## config.mk

```make
export PLATFORM = sky130hd
export DESIGN_NAME = adder_measure_sequencer
export DESIGN_NICKNAME = d
export VERILOG_FILES = /design/src/rtl/adder_measure_sequencer.sv
export SDC_FILE = /design/constraint.sdc
export NUM_CORES = 1
export LEC_CHECK = 0
export BUFFER_PORTS_ARGS = -buffer_cell sky130_fd_sc_hd__buf_2
export CORE_UTILIZATION = 40
export DETAILED_ROUTE_END_ITERATION = 8
export HOLD_SLACK_MARGIN = 0.03
export PLACE_DENSITY = 0.66
export REMOVE_ABC_BUFFERS = 1
export SKIP_LAST_GASP = 1
export SLEW_MARGIN = 30
export SYNTH_ARGS = -nofsm -noshare
export SYNTH_HDL_FRONTEND = slang
export SYNTH_SLANG_ARGS = --single-unit
```

## constraint.sdc

```tcl
create_clock -name wb_clk_i -period 3.2 [get_ports wb_clk_i]
set_clock_uncertainty 0.2 [all_clocks]
set_input_delay 0.16 -clock wb_clk_i [delete_from_list [all_inputs] [get_ports wb_clk_i]]
set_output_delay 0.16 -clock wb_clk_i [all_outputs]
set_load 0.1 [all_outputs]
```

## src/rtl/adder_measure_sequencer.sv

```systemverilog
`default_nettype none
// ============================================================================
//  Module   : adder_measure_sequencer
//  Brief    : Sequences one ring-oscillator timing run on the instrumented
//             adder: load, settle, timed window, drain, report edge count.
//  Revision : 1.0  initial release
// ============================================================================
module adder_measure_sequencer #(
    parameter int WIDTH         = 32,
    parameter int SEL_W         = 5,
    parameter int WIN_W         = 16,
    parameter int SETTLE_CYCLES = 4,
    parameter int SYNC_STAGES   = 2,
    parameter int CNT_W         = 32
) (
    input  logic             wb_clk_i,
    input  logic             wb_rst_i,
    input  logic             active,
    input  logic             start,
    input  logic [WIN_W-1:0] window_cycles,
    input  logic [WIDTH-1:0] a_operand,
    input  logic [WIDTH-1:0] b_operand,
    input  logic [SEL_W-1:0] ring_bit_sel,
    input  logic [SEL_W-1:0] out_bit_sel,
    input  logic             chain_in,
    output logic [WIDTH-1:0] a_input,
    output logic [WIDTH-1:0] b_input,
    output logic [WIDTH-1:0] a_input_ring_bit_b,
    output logic [WIDTH-1:0] s_output_bit_b,
    output logic             ring_en,
    output logic             busy,
    output logic             done,
    output logic             aborted,
    output logic [CNT_W-1:0] count,
    output logic             overflow
);

    localparam logic [2:0] c_IDLE   = 3'd0;
    localparam logic [2:0] c_LOAD   = 3'd1;
    localparam logic [2:0] c_SETTLE = 3'd2;
    localparam logic [2:0] c_RUN    = 3'd3;
    localparam logic [2:0] c_DRAIN  = 3'd4;
    localparam logic [2:0] c_DONE   = 3'd5;

    localparam int               c_TMR_W     = (WIN_W > 8) ? WIN_W : 8;
    localparam logic [c_TMR_W-1:0] c_SETTLE_M1 = c_TMR_W'(SETTLE_CYCLES - 1);
    localparam logic [c_TMR_W-1:0] c_DRAIN_M1  = c_TMR_W'(SYNC_STAGES);
    localparam logic [WIDTH-1:0] c_ONE       = WIDTH'(1);

    logic [2:0]             r_state;
    logic [2:0]             w_state_nxt;
    logic [c_TMR_W-1:0]     r_tmr;
    logic [c_TMR_W-1:0]     w_tmr_nxt;
    logic [c_TMR_W-1:0]     w_win_m1;
    logic                   w_abort;
    logic                   w_start_ok;
    logic [SYNC_STAGES-1:0] r_sync;
    logic                   r_sync_prev;
    logic                   w_edge;
    logic                   w_count_en;
    logic                   r_ring_en;
    logic                   r_done;
    logic                   r_aborted;
    logic [WIDTH-1:0]       r_a;
    logic [WIDTH-1:0]       r_b;
    logic [WIDTH-1:0]       r_ring_mask;
    logic [WIDTH-1:0]       r_out_mask;
    logic [CNT_W-1:0]       r_count;
    logic                   r_overflow;

    assign w_win_m1   = c_TMR_W'(window_cycles) - c_TMR_W'(1);
    assign w_start_ok = (r_state == c_IDLE) && start && active;
    assign w_edge     = r_sync[SYNC_STAGES-1] & ~r_sync_prev;
    // Edges still in the synchronizer when the window closes are caught in DRAIN.
    assign w_count_en = w_edge && ((r_state == c_RUN) || (r_state == c_DRAIN));

    always_comb begin
        w_state_nxt = r_state;
        w_tmr_nxt   = r_tmr;
        w_abort     = 1'b0;
        if ((r_state != c_IDLE) && !active) begin
            w_state_nxt = c_IDLE;
            w_abort     = 1'b1;
        end else begin
            case (r_state)
                c_IDLE: begin
                    if (start && active) w_state_nxt = c_LOAD;
                end
                c_LOAD: begin
                    w_state_nxt = c_SETTLE;
                    w_tmr_nxt   = c_SETTLE_M1;
                end
                c_SETTLE: begin
                    if (r_tmr == '0) begin
                        if (window_cycles == '0) begin
                            w_state_nxt = c_DRAIN;
                            w_tmr_nxt   = c_DRAIN_M1;
                        end else begin
                            w_state_nxt = c_RUN;
                            w_tmr_nxt   = w_win_m1;
                        end
                    end else begin
                        w_tmr_nxt = r_tmr - c_TMR_W'(1);
                    end
                end
                c_RUN: begin
                    if (r_tmr == '0) begin
                        w_state_nxt = c_DRAIN;
                        w_tmr_nxt   = c_DRAIN_M1;
                    end else begin
                        w_tmr_nxt = r_tmr - c_TMR_W'(1);
                    end
                end
                c_DRAIN: begin
                    if (r_tmr == '0) w_state_nxt = c_DONE;
                    else             w_tmr_nxt   = r_tmr - c_TMR_W'(1);
                end
                c_DONE:  w_state_nxt = c_IDLE;
                default: w_state_nxt = c_IDLE;
            endcase
        end
    end

    always_ff @(posedge wb_clk_i) begin
        if (wb_rst_i) begin
            r_state     <= c_IDLE;
            r_tmr       <= '0;
            r_ring_en   <= 1'b0;
            r_done      <= 1'b0;
            r_aborted   <= 1'b0;
            r_sync      <= '0;
            r_sync_prev <= 1'b0;
            r_a         <= '0;
            r_b         <= '0;
            r_ring_mask <= '0;
            r_out_mask  <= '0;
            r_count     <= '0;
            r_overflow  <= 1'b0;
        end else begin
            r_state     <= w_state_nxt;
            r_tmr       <= w_tmr_nxt;
            // Flopped from next-state so the oscillator enable is glitch-free.
            r_ring_en   <= (w_state_nxt == c_RUN);
            r_done      <= (w_state_nxt == c_DONE);
            r_aborted   <= w_abort;
            r_sync      <= {r_sync[SYNC_STAGES-2:0], chain_in};
            r_sync_prev <= r_sync[SYNC_STAGES-1];
            if (r_state == c_LOAD) begin
                r_a         <= a_operand;
                r_b         <= b_operand;
                r_ring_mask <= c_ONE << ring_bit_sel;
                r_out_mask  <= c_ONE << out_bit_sel;
            end
            if (w_start_ok) begin
                r_count    <= '0;
                r_overflow <= 1'b0;
            end else if (w_count_en) begin
                if (&r_count) r_overflow <= 1'b1;
                else          r_count    <= r_count + CNT_W'(1);
            end
        end
    end

    assign a_input            = r_a;
    assign b_input            = r_b;
    assign a_input_ring_bit_b = r_ring_mask;
    assign s_output_bit_b     = r_out_mask;
    assign ring_en            = r_ring_en;
    assign busy               = (r_state != c_IDLE);
    assign done               = r_done;
    assign aborted            = r_aborted;
    assign count              = r_count;
    assign overflow           = r_overflow;

endmodule
`default_nettype wire

```

==> run summary, run 1 <==
class of the most critical hold timing path: in -> reg
final worst path period share: 0.9100
biggest cell delay along the critical path: 660 ps
non-filler cells in the finished layout: 1544
RSZ-0062 raised after global routing: no
critical path capture point type: flip-flop
overflow left after global routing: 0
final max-slew violation count: 0
final count of negative-setup-slack endpoints: 0
crit path max-delay cell type: or3b_4
instance count of the mapped netlist: 942
fin crit period: 2912 ps
Rows: 50
Clock power frac: 0.411
Main synth FF type: dfxtp_1
count of input and output buffers: 259
final design area excluding fillers: 0.01083 mm^2
maximum count of clock buffers along a single path: 2
cell at the root of the clock tree: clkbuf_16
number of antenna violations at the first check in global routing: 0
sequential fraction of design power: 0.448
count of antenna-violating nets left after detailed routing: 0
pin slew with the least headroom to its limit: 786.8 ps
outcome: finished, final reports clean
required arrival time at the worst endpoint: 3370 ps
sequence of cells on the critical path: or3b_4 -> buf_4 -> nor3_1 -> a22oi_1 -> dlygate4sd3_1 -> nor2_1
total clock buffers created by CTS: 17
final hold violations: 0
number of enable flip-flop cells after synthesis: 0
cell type with the largest total area after synthesis: dfxtp_1
instance count after placement with tap cells included: 1416
post-synthesis instance area: 0.007722 mm^2
Clock Latency Late Sink: 430 ps
initial standard-cell utilization of the core: 0.4101
proportion of netlist area held by the largest area contributor: 0.4822
Overall Global Routing Usage: 0.2324
Post-synth ARST share: 0
number of DRC violations after detailed routing: 0
Logic pwr share: 0.142
max-cap check violation count: 0
Synth cell types: 53
maximum number of pins on one net before global-route repair: 133
total setup buffers inserted after CTS: 0
CP startpoint kind: flip-flop
net load switching power: 1.532 mW
hold path depth: 4
Post-Place Cell Area: 0.009256 mm^2
fraction of the yosys area taken by sequential cells: 0.4822
per-cell routed wire length: 15.02 um
Placeable Area: 0.01883 mm^2
detailed-route vias per instance: 5.128
first-pass iteration count of the detailed router: 5
number of H-tree levels: 4
CTS clk-pin slew, worst paths: 80 ps
NumNets Final: 1371
peak ir drop on the vdd network: 341.2 uV
detailed-route wire length: 23190 um
Ant. Diodes: 0
Critical Path AT: 3080 ps
worst r2r path cells: 6
power density over cell area: 490.0 mW/mm^2
I/O pin cnt: 260
most common cell after layout, fill and taps aside: buf_2
Die Y: 140.9 um
static leakage: 4.656 nW
internal portion of total power: 3.774 mW
clock tree from TritonCTS: built
max-slew headroom at the worst pin: 0.4732
setup TNS: 0 ps
Layout Area Growth over Synthesis: 40.21%
Synthesis Warnings: 0
x dimension of the die: 140.9 um
clock sink count: 186
via count of the first global-routing pass: 7533
1st-iter DRT viols: 439
largest cells by area after synthesis: dfxtp_1 48%, nand2_1 7.7%, nor2_1 6.4%, a21oi_1 5.6%, a22oi_1 5.6%
FMAX: 343.4 MHz
share of post-route cells with drive strength above 1: 0.2461
highest-count cells in the layout ignoring fill and taps: 258 x buf_2, 186 x dfxtp_1, 159 x nand2_1
average size of a mapped cell: 8.198 um^2
dpl hpwl: 14800 um
Worst Setup Path Type: reg -> reg
flip-flop and latch count after synthesis: 186
proportion of total power due to net switching: 0.2888
die area: 0.01987 mm^2
RD Place Congestion: 0.8627
wire length of the first global-routing pass: 37240 um
critical path fanouts, max: 48
vias after detailed routing: 7917
[critical path: cells and delay by family, from the launching register on]
kind,cells,cell delay [ps]
buffers and inverters,2,900
AND/OR/NAND/NOR,3,1140
flip-flops,1,460
AO/OA/AOI/OAI,1,120
[cell usage after synthesis (10+ instances only)]
library cell / number
dfxtp_1: 186
nand2_1: 159
nor2_1: 132
a21oi_1: 87
a22oi_1: 58
clkbuf_1: 52
xor2_1: 31
o21ai_1: 25
nand4_1: 21
nand3_1: 19
nor3_1: 16
and3_1: 14
nor2b_1: 14
xnor2_1: 13
nor4_1: 12
and2_1: 10
[what timing repair did]
action,in CTS,in global routing
gates resized for setup,0,1
endpoints found under the setup margin,0,2
hold endpoints to repair,125,0
hold buffers,96,0
[sequential cells by signal, summed over array words and instances (netlist names)]
register,cells
s_output_bit_b,32
r_state,3
overflow,1
b_input,32
ring_en,1
done,1
r_sync_prev,1
aborted,1
r_sync,2
r_tmr,16
count,32
a_input_ring_bit_b,32
a_input,32
[per-stage QoR]
step / setup WS (ps) / util / power, mW / hold slack, ps
after detailed placement: 387.2 / 0.4916 / 3.085 / 206.4
after global routing: 111.6 / 0.5750 / 5.495 / 101.1
after floorplan: -2409 / - / 2.870 / 29.07
final: 288.1 / 0.5750 / 5.306 / 80.18
after CTS: 294.5 / 0.5747 / 5.351 / 42.57
after global placement: 467.1 / 0.4916 / 3.084 / 201.0
[area by class of cell]
type	count	area (um^2)
clock buffer	19	442.9
sequential	186	3724
tap	260	325.3
fill	1695	8003
inverter	8	30.03
timing repair buffer	371	2405
clock inverter	13	161.4
multi-input combinational	687	3740
[power groups by stage]
stage	sequential (mW)	combinational, mW	clock [mW]
6_report	2.37	0.753	2.18
5_1_grt	2.38	0.799	2.32
4_1_cts	2.37	0.746	2.23
3_5_place_dp	2.43	0.657	0
3_3_place_gp	2.43	0.658	0
2_1_floorplan	2.69	0.182	0
[kinds of logic after synthesis]
group / count (synthesis) / synth area share
DFF: 186 / 0.4822
and+or+nand+nor: 434 / 0.2618
xor gates and xnor gates: 44 / 0.04990
AOI/OAI and AO/OA: 203 / 0.1614
buffers and inverters: 69 / 0.03532
muxes: 1 / 0.001296
adders and majority gates: 5 / 0.008101
[path summary, 6_finish.rpt]
kind | from | endpoint | slack [ps]
setup / recovery | r_state[0]$_SDFF_PP0_ | s_output_bit_b[13]$_SDFFE_PP0P_ | 290
hold / removal | window_cycles[2] | r_tmr[2]$_SDFFE_PP0P_ | 80
setup reg to reg | r_state[0]$_SDFF_PP0_ | s_output_bit_b[13]$_SDFFE_PP0P_ | 290
hold reg to reg | r_sync[0]$_SDFF_PP0_ | r_sync[1]$_SDFF_PP0_ | 240
[per-layer routing]
layer	track usage	vias to the layer above	routed length, um
met1	0.2918	3673	10060
met5	0	-	0
met4	0.09611	0	539
li1	-	3931	-
met2	0.3786	275	10970
met3	0.06046	38	1622
(Power assumes the default switching activity.)
==> run 2: changes to the inputs <==
Settings changed: CELL_PAD_IN_SITES_DETAIL_PLACEMENT set to 1, CELL_PAD_IN_SITES_GLOBAL_PLACEMENT set to 1, CORE_UTILIZATION 40 to 36, PLACE_DENSITY 0.66 to not set, PLACE_DENSITY_LB_ADDON set to 0.1.
==> run 2 against run 1 <==
Net effect: die area increased by 11%; core utilization decreased by 4.9 points; total power about the same; sequential share of layout area is 0.71 points lower; global-route usage up 1.9 points; critical path depth grew 3; cell count is 2.7% higher; cell area rose by 2.1%; sequential cell count is the same; clock power is 2% lower; combinational power is 4.0% higher; critical path type unchanged.
==> run summary, run 2 (same netlist as run 1, synthesis figures left out) <==
initial standard-cell utilization of the core: 0.3674
Critical Path AT: 3030 ps
maximum number of pins on one net before global-route repair: 65
maximum count of clock buffers along a single path: 2
Clock power frac: 0.404
Overall Global Routing Usage: 0.2513
1st-iter DRT viols: 360
detailed-route wire length: 27520 um
instance count after placement with tap cells included: 1433
Tot Pwr: 5.301 mW
Post-Place Cell Area: 0.009278 mm^2
most common cell after layout, fill and taps aside: buf_2
total setup buffers inserted after CTS: 0
CP startpoint kind: flip-flop
fillers: 2568
pin slew with the least headroom to its limit: 902.2 ps
non-filler cells in the finished layout: 1585
first-pass iteration count of the detailed router: 4
count of input and output buffers: 259
I/O pin cnt: 260
internal portion of total power: 3.700 mW
buffer and inverter count on the worst path: 2
Placeable Area: 0.02102 mm^2
dpl hpwl: 17930 um
final design area excluding fillers: 0.01106 mm^2
static leakage: 4.825 nW
x dimension of the die: 148.5 um
die area: 0.02204 mm^2
biggest cell delay along the critical path: 570 ps
RSZ-0062 raised after global routing: no
Finished Core Util: 0.5259
peak ir drop on the vdd network: 341.0 uV
via count of the first global-routing pass: 8664
power density over cell area: 479.5 mW/mm^2
sequence of cells on the critical path: inv_1 -> ha_1 -> nor4b_1 -> nand4_1 -> nor4_2 -> and3_1 -> buf_4 -> a21oi_1 -> o21ai_1
critical path capture point type: flip-flop
highest-count cells in the layout ignoring fill and taps: 258 x buf_2, 186 x dfxtp_1, 159 x nand2_1
hold slack final: 57.16 ps
CTS clk-pin slew, worst paths: 80 ps
CP delay by family, top: simple AND/OR/NAND/NOR gates
share of post-route cells with drive strength above 1: 0.2422
final max-slew violation count: 0
NumNets Final: 1396
FMAX: 349.0 MHz
final hold violations: 0
vias after detailed routing: 8186
max-slew headroom at the worst pin: 0.3959
detailed-route vias per instance: 5.165
cell at the root of the clock tree: clkbuf_16
RD Place Congestion: 0.8435
number of H-tree levels: 4
overflow left after global routing: 0
outcome: finished, final reports clean
critical path fanouts, max: 7
Layout Area Growth over Synthesis: 43.16%
final worst path period share: 0.8955
total clock buffers created by CTS: 17
number of antenna violations at the first check in global routing: 1
required arrival time at the worst endpoint: 3360 ps
net load switching power: 1.601 mW
wire length of the first global-routing pass: 44180 um
Rows: 53
Die Y: 148.5 um
sequential fraction of design power: 0.448
per-cell routed wire length: 17.36 um
Clock Latency Late Sink: 430 ps
class of the most critical hold timing path: in -> reg
final count of negative-setup-slack endpoints: 0
proportion of total power due to net switching: 0.3021
Worst Setup Path Type: reg -> reg
fin crit period: 2866 ps
count of antenna-violating nets left after detailed routing: 0
Logic pwr share: 0.148
clock tree from TritonCTS: built
crit path max-delay cell type: nor4b_1
clock sink count: 186
max-cap check violation count: 0
number of DRC violations after detailed routing: 0
-- run 2: metrics by stage --
stage / setup slack [ps] / setup TNS [ps]
after floorplan: -2409 / -168800
final: 334.3 / 0
after CTS: 360.5 / 0
after global routing: 88.23 / 0
after global placement: 485.8 / 0
after detailed placement: 433.7 / 0
-- run 2: path summary, 6_finish.rpt --
check                        startpoint                               to  slack, ps  depth (start not counted)
hold reg to reg    r_sync[0]$_SDFF_PP0_             r_sync[1]$_SDFF_PP0_        240                          1
hold / removal           out_bit_sel[2]  s_output_bit_b[18]$_SDFFE_PP0P_         60                          4
setup / recovery  r_tmr[0]$_SDFFE_PP0P_           r_tmr[12]$_SDFFE_PP0P_        330                          9
setup reg to reg  r_tmr[0]$_SDFFE_PP0P_           r_tmr[12]$_SDFFE_PP0P_        330                          9
-- run 2: area by class of cell --
type	count	area (um^2)	area share
diodes	1	2.502	0.0002263
clock buffers	18	429.2	0.03882
clock inverters	14	155.1	0.01403
inverters	8	30.03	0.002716
multi-input cells	687	3734	0.3377
flip-flops and latches	186	3724	0.3368
well taps	275	344.1	0.03112
repair buffers	396	2638	0.2386
-- run 2: what timing repair did --
action,4_1_cts,5_1_grt
hold buffers,119,0
setup endpoints to repair,0,0
resized for setup,0,0
endpoints found under the hold margin,115,0
-- run 2: worst min-delay path: cells and delay by family --
kind,cells,cell delay (ps)
AO/OA/AOI/OAI,1,180
buffers and inverters,1,110
AND/OR/NAND/NOR,2,210
-- run 2: power by group through the flow --
stage | Clock (mW) | Sequential (mW) | Combinational, mW
2_1_floorplan | 0 | 2.69 | 0.182
3_3_place_gp | 0 | 2.43 | 0.665
3_5_place_dp | 0 | 2.43 | 0.666
4_1_cts | 2.19 | 2.37 | 0.775
5_1_grt | 2.29 | 2.38 | 0.831
6_report | 2.14 | 2.38 | 0.783
-- run 2: layer usage --
metal  up-vias  share of wire  GRT usage
met1      3941           0.42     0.2942
li1       3968              -          -
met3        58          0.062    0.07331
met4         0          0.032     0.1046
met5         -              0          0
met2       219           0.49     0.4266
==> run 3: changes to the inputs <==
Settings changed: CORE_UTILIZATION 36 to 37, SKIP_LAST_GASP 1 to not set.
Clock period 3.2 ns to 3.6 ns, I/O delays scaled along.
==> run 3 against run 2 <==
Net effect: die area fell by 2.7%; via count fell by 1.8%; total power fell by 11%; clock-buffer cell count rose by 1; cell area fell by 3.7%; largest power group unchanged; maximum frequency fell by 7.1%; highest routed layer unchanged; first-iteration DRC count fell by 3.6%.
==> run summary, run 3 (same netlist as run 1, synthesis figures left out) <==
outcome: finished, final reports clean
NumNets Final: 1353
CTS clk-pin slew, worst paths: 70 ps
Critical Path AT: 3210 ps
total clock buffers created by CTS: 17
met3 Resource Use GR: 0.08250
Layout Area Growth over Synthesis: 37.87%
biggest cell delay along the critical path: 580 ps
buffer and inverter count on the worst path: 1
most common cell after layout, fill and taps aside: buf_2
dpl hpwl: 17900 um
Clock Latency Late Sink: 430 ps
fin crit period: 3084 ps
number of DRC violations after detailed routing: 0
Most Crowded Layer GR: met2
worst flop-to-flop path startpoint: r_tmr[0]$_SDFFE_PP0P_
slack of the worst reg-to-reg path: 520 ps
global routing met2 resource utilization: 0.4367
class of the most critical hold timing path: in -> reg
per-cell routed wire length: 17.77 um
pin slew with the least headroom to its limit: 883.2 ps
cell at the root of the clock tree: clkbuf_16
CP startpoint kind: flip-flop
Worst Setup Path Type: reg -> reg
final worst path period share: 0.8568
Placeable Area: 0.02036 mm^2
via count of the first global-routing pass: 8429
clock sink count: 186
vias after detailed routing: 8041
final hold violations: 0
Overall Global Routing Usage: 0.2555
critical path fanouts, max: 13
overflow left after global routing: 0
power density over cell area: 440.8 mW/mm^2
static leakage: 4.563 nW
CP delay by family, top: simple AND/OR/NAND/NOR gates
number of gates resized after CTS: 0
sequence of cells on the critical path: inv_1 -> ha_1 -> nor4b_1 -> nand4_1 -> nor4_2 -> and3_1 -> a21oi_1 -> a211oi_1
final max-slew violation count: 0
critical path depth: 8
Rows: 52
highest-count cells in the layout ignoring fill and taps: 258 x buf_2, 186 x dfxtp_1, 159 x nand2_1
die area: 0.02145 mm^2
max-cap check violation count: 0
required arrival time at the worst endpoint: 3730 ps
wire length of the first global-routing pass: 43710 um
worst r2r path cells: 8
Post-Place Cell Area: 0.009198 mm^2
count of antenna-violating nets left after detailed routing: 0
detailed-route wire length: 27300 um
share of post-route cells with drive strength above 1: 0.2433
Finished Core Util: 0.5228
final count of negative-setup-slack endpoints: 0
end point of the critical path: r_tmr[0]$_SDFFE_PP0P_
hold slack final: 45.67 ps
launch point of the worst path: r_tmr[0]$_SDFFE_PP0P_
peak ir drop on the vdd network: 296.4 uV
critical path capture point type: flip-flop
max-slew headroom at the worst pin: 0.4086
first-pass iteration count of the detailed router: 4
terminus of the critical flop-to-flop path: r_tmr[0]$_SDFFE_PP0P_
RD Place Congestion: 0.8358
x dimension of the die: 146.5 um
RSZ-0062 raised after global routing: no
clock tree from TritonCTS: built
number of H-tree levels: 4
FMAX: 324.2 MHz
Ant. Diodes: 0
number of antenna violations at the first check in global routing: 0
final design area excluding fillers: 0.01065 mm^2
Die Y: 146.5 um
initial standard-cell utilization of the core: 0.3792
crit path max-delay cell type: and3_1
total setup buffers inserted after CTS: 0
quantity of hold-fixing buffers added after cts: 86
maximum count of clock buffers along a single path: 2
met1 Usage GRT: 0.2903
maximum number of pins on one net before global-route repair: 70
I/O pin cnt: 260
1st-iter DRT viols: 347
detailed-route vias per instance: 5.235
count of input and output buffers: 259
[run 3: cell count changes in the layout (fill, tap and decap cells not counted), sizes merged]
cell / change
clkbuf: +1
diode: -1
dlygate4sd3: -33
inv: +1
clkinvlp: -1
buf: -10
clkinv: -1
[run 3: report_power, final]
group / internal (mW) / switching [mW]
combinational: 0.186 / 0.485
clock: 1.01 / 0.905
sequential: 2.09 / 0.0196
[run 3: area by class of cell]
type	instances	area [um^2]
fill	2510	9718
multi-input combinational	687	3735
timing repair buffer	353	2232
clock buffer	19	442.9
sequential	186	3724
tap	270	337.8
clock inverter	13	145.1
inverter	8	30.03
[run 3: metal layers]
| metal | routed length [um] | vias up | share of wire |
|---|---|---|---|
| met4 | 949 | 0 | 0.035 |
| met3 | 1807 | 62 | 0.066 |
| met2 | 13240 | 231 | 0.49 |
| met1 | 11300 | 3850 | 0.41 |
| met5 | 0 | - | 0 |
| li1 | - | 3898 | - |
[run 3: worst register-to-register path, delay by kind of cell (launching register included)]
family / cells / cell delay, ps
buffers and inverters: 1 / 110
AO/OA/AOI/OAI: 2 / 410
adder cells (fa/ha/maj): 1 / 150
flip-flops: 1 / 340
AND/OR/NAND/NOR: 4 / 1780
[run 3: per-stage QoR]
stage	setup WS (ps)	setup TNS (ps)	total power, mW	instances
after floorplan	-2009	-119350	2.551	881
after CTS	583.2	0	4.735	1536
after global routing	382.2	0	4.866	1536
after detailed placement	624.7	0	2.749	1418
after global placement	765.9	0	2.744	1418
final	515.6	0	4.693	1536
[run 3: how the worst min path moves through the flow]
stage / from / end / cells past startpoint
floorplan: wb_rst_i / a_input[0]$_SDFFE_PP0P_ / 1
global placement: chain_in / r_sync[0]$_SDFF_PP0_ / 2
detailed placement: chain_in / r_sync[0]$_SDFF_PP0_ / 2
CTS: out_bit_sel[0] / s_output_bit_b[24]$_SDFFE_PP0P_ / 4
global route: out_bit_sel[0] / s_output_bit_b[10]$_SDFFE_PP0P_ / 4
finish: out_bit_sel[0] / s_output_bit_b[24]$_SDFFE_PP0P_ / 4
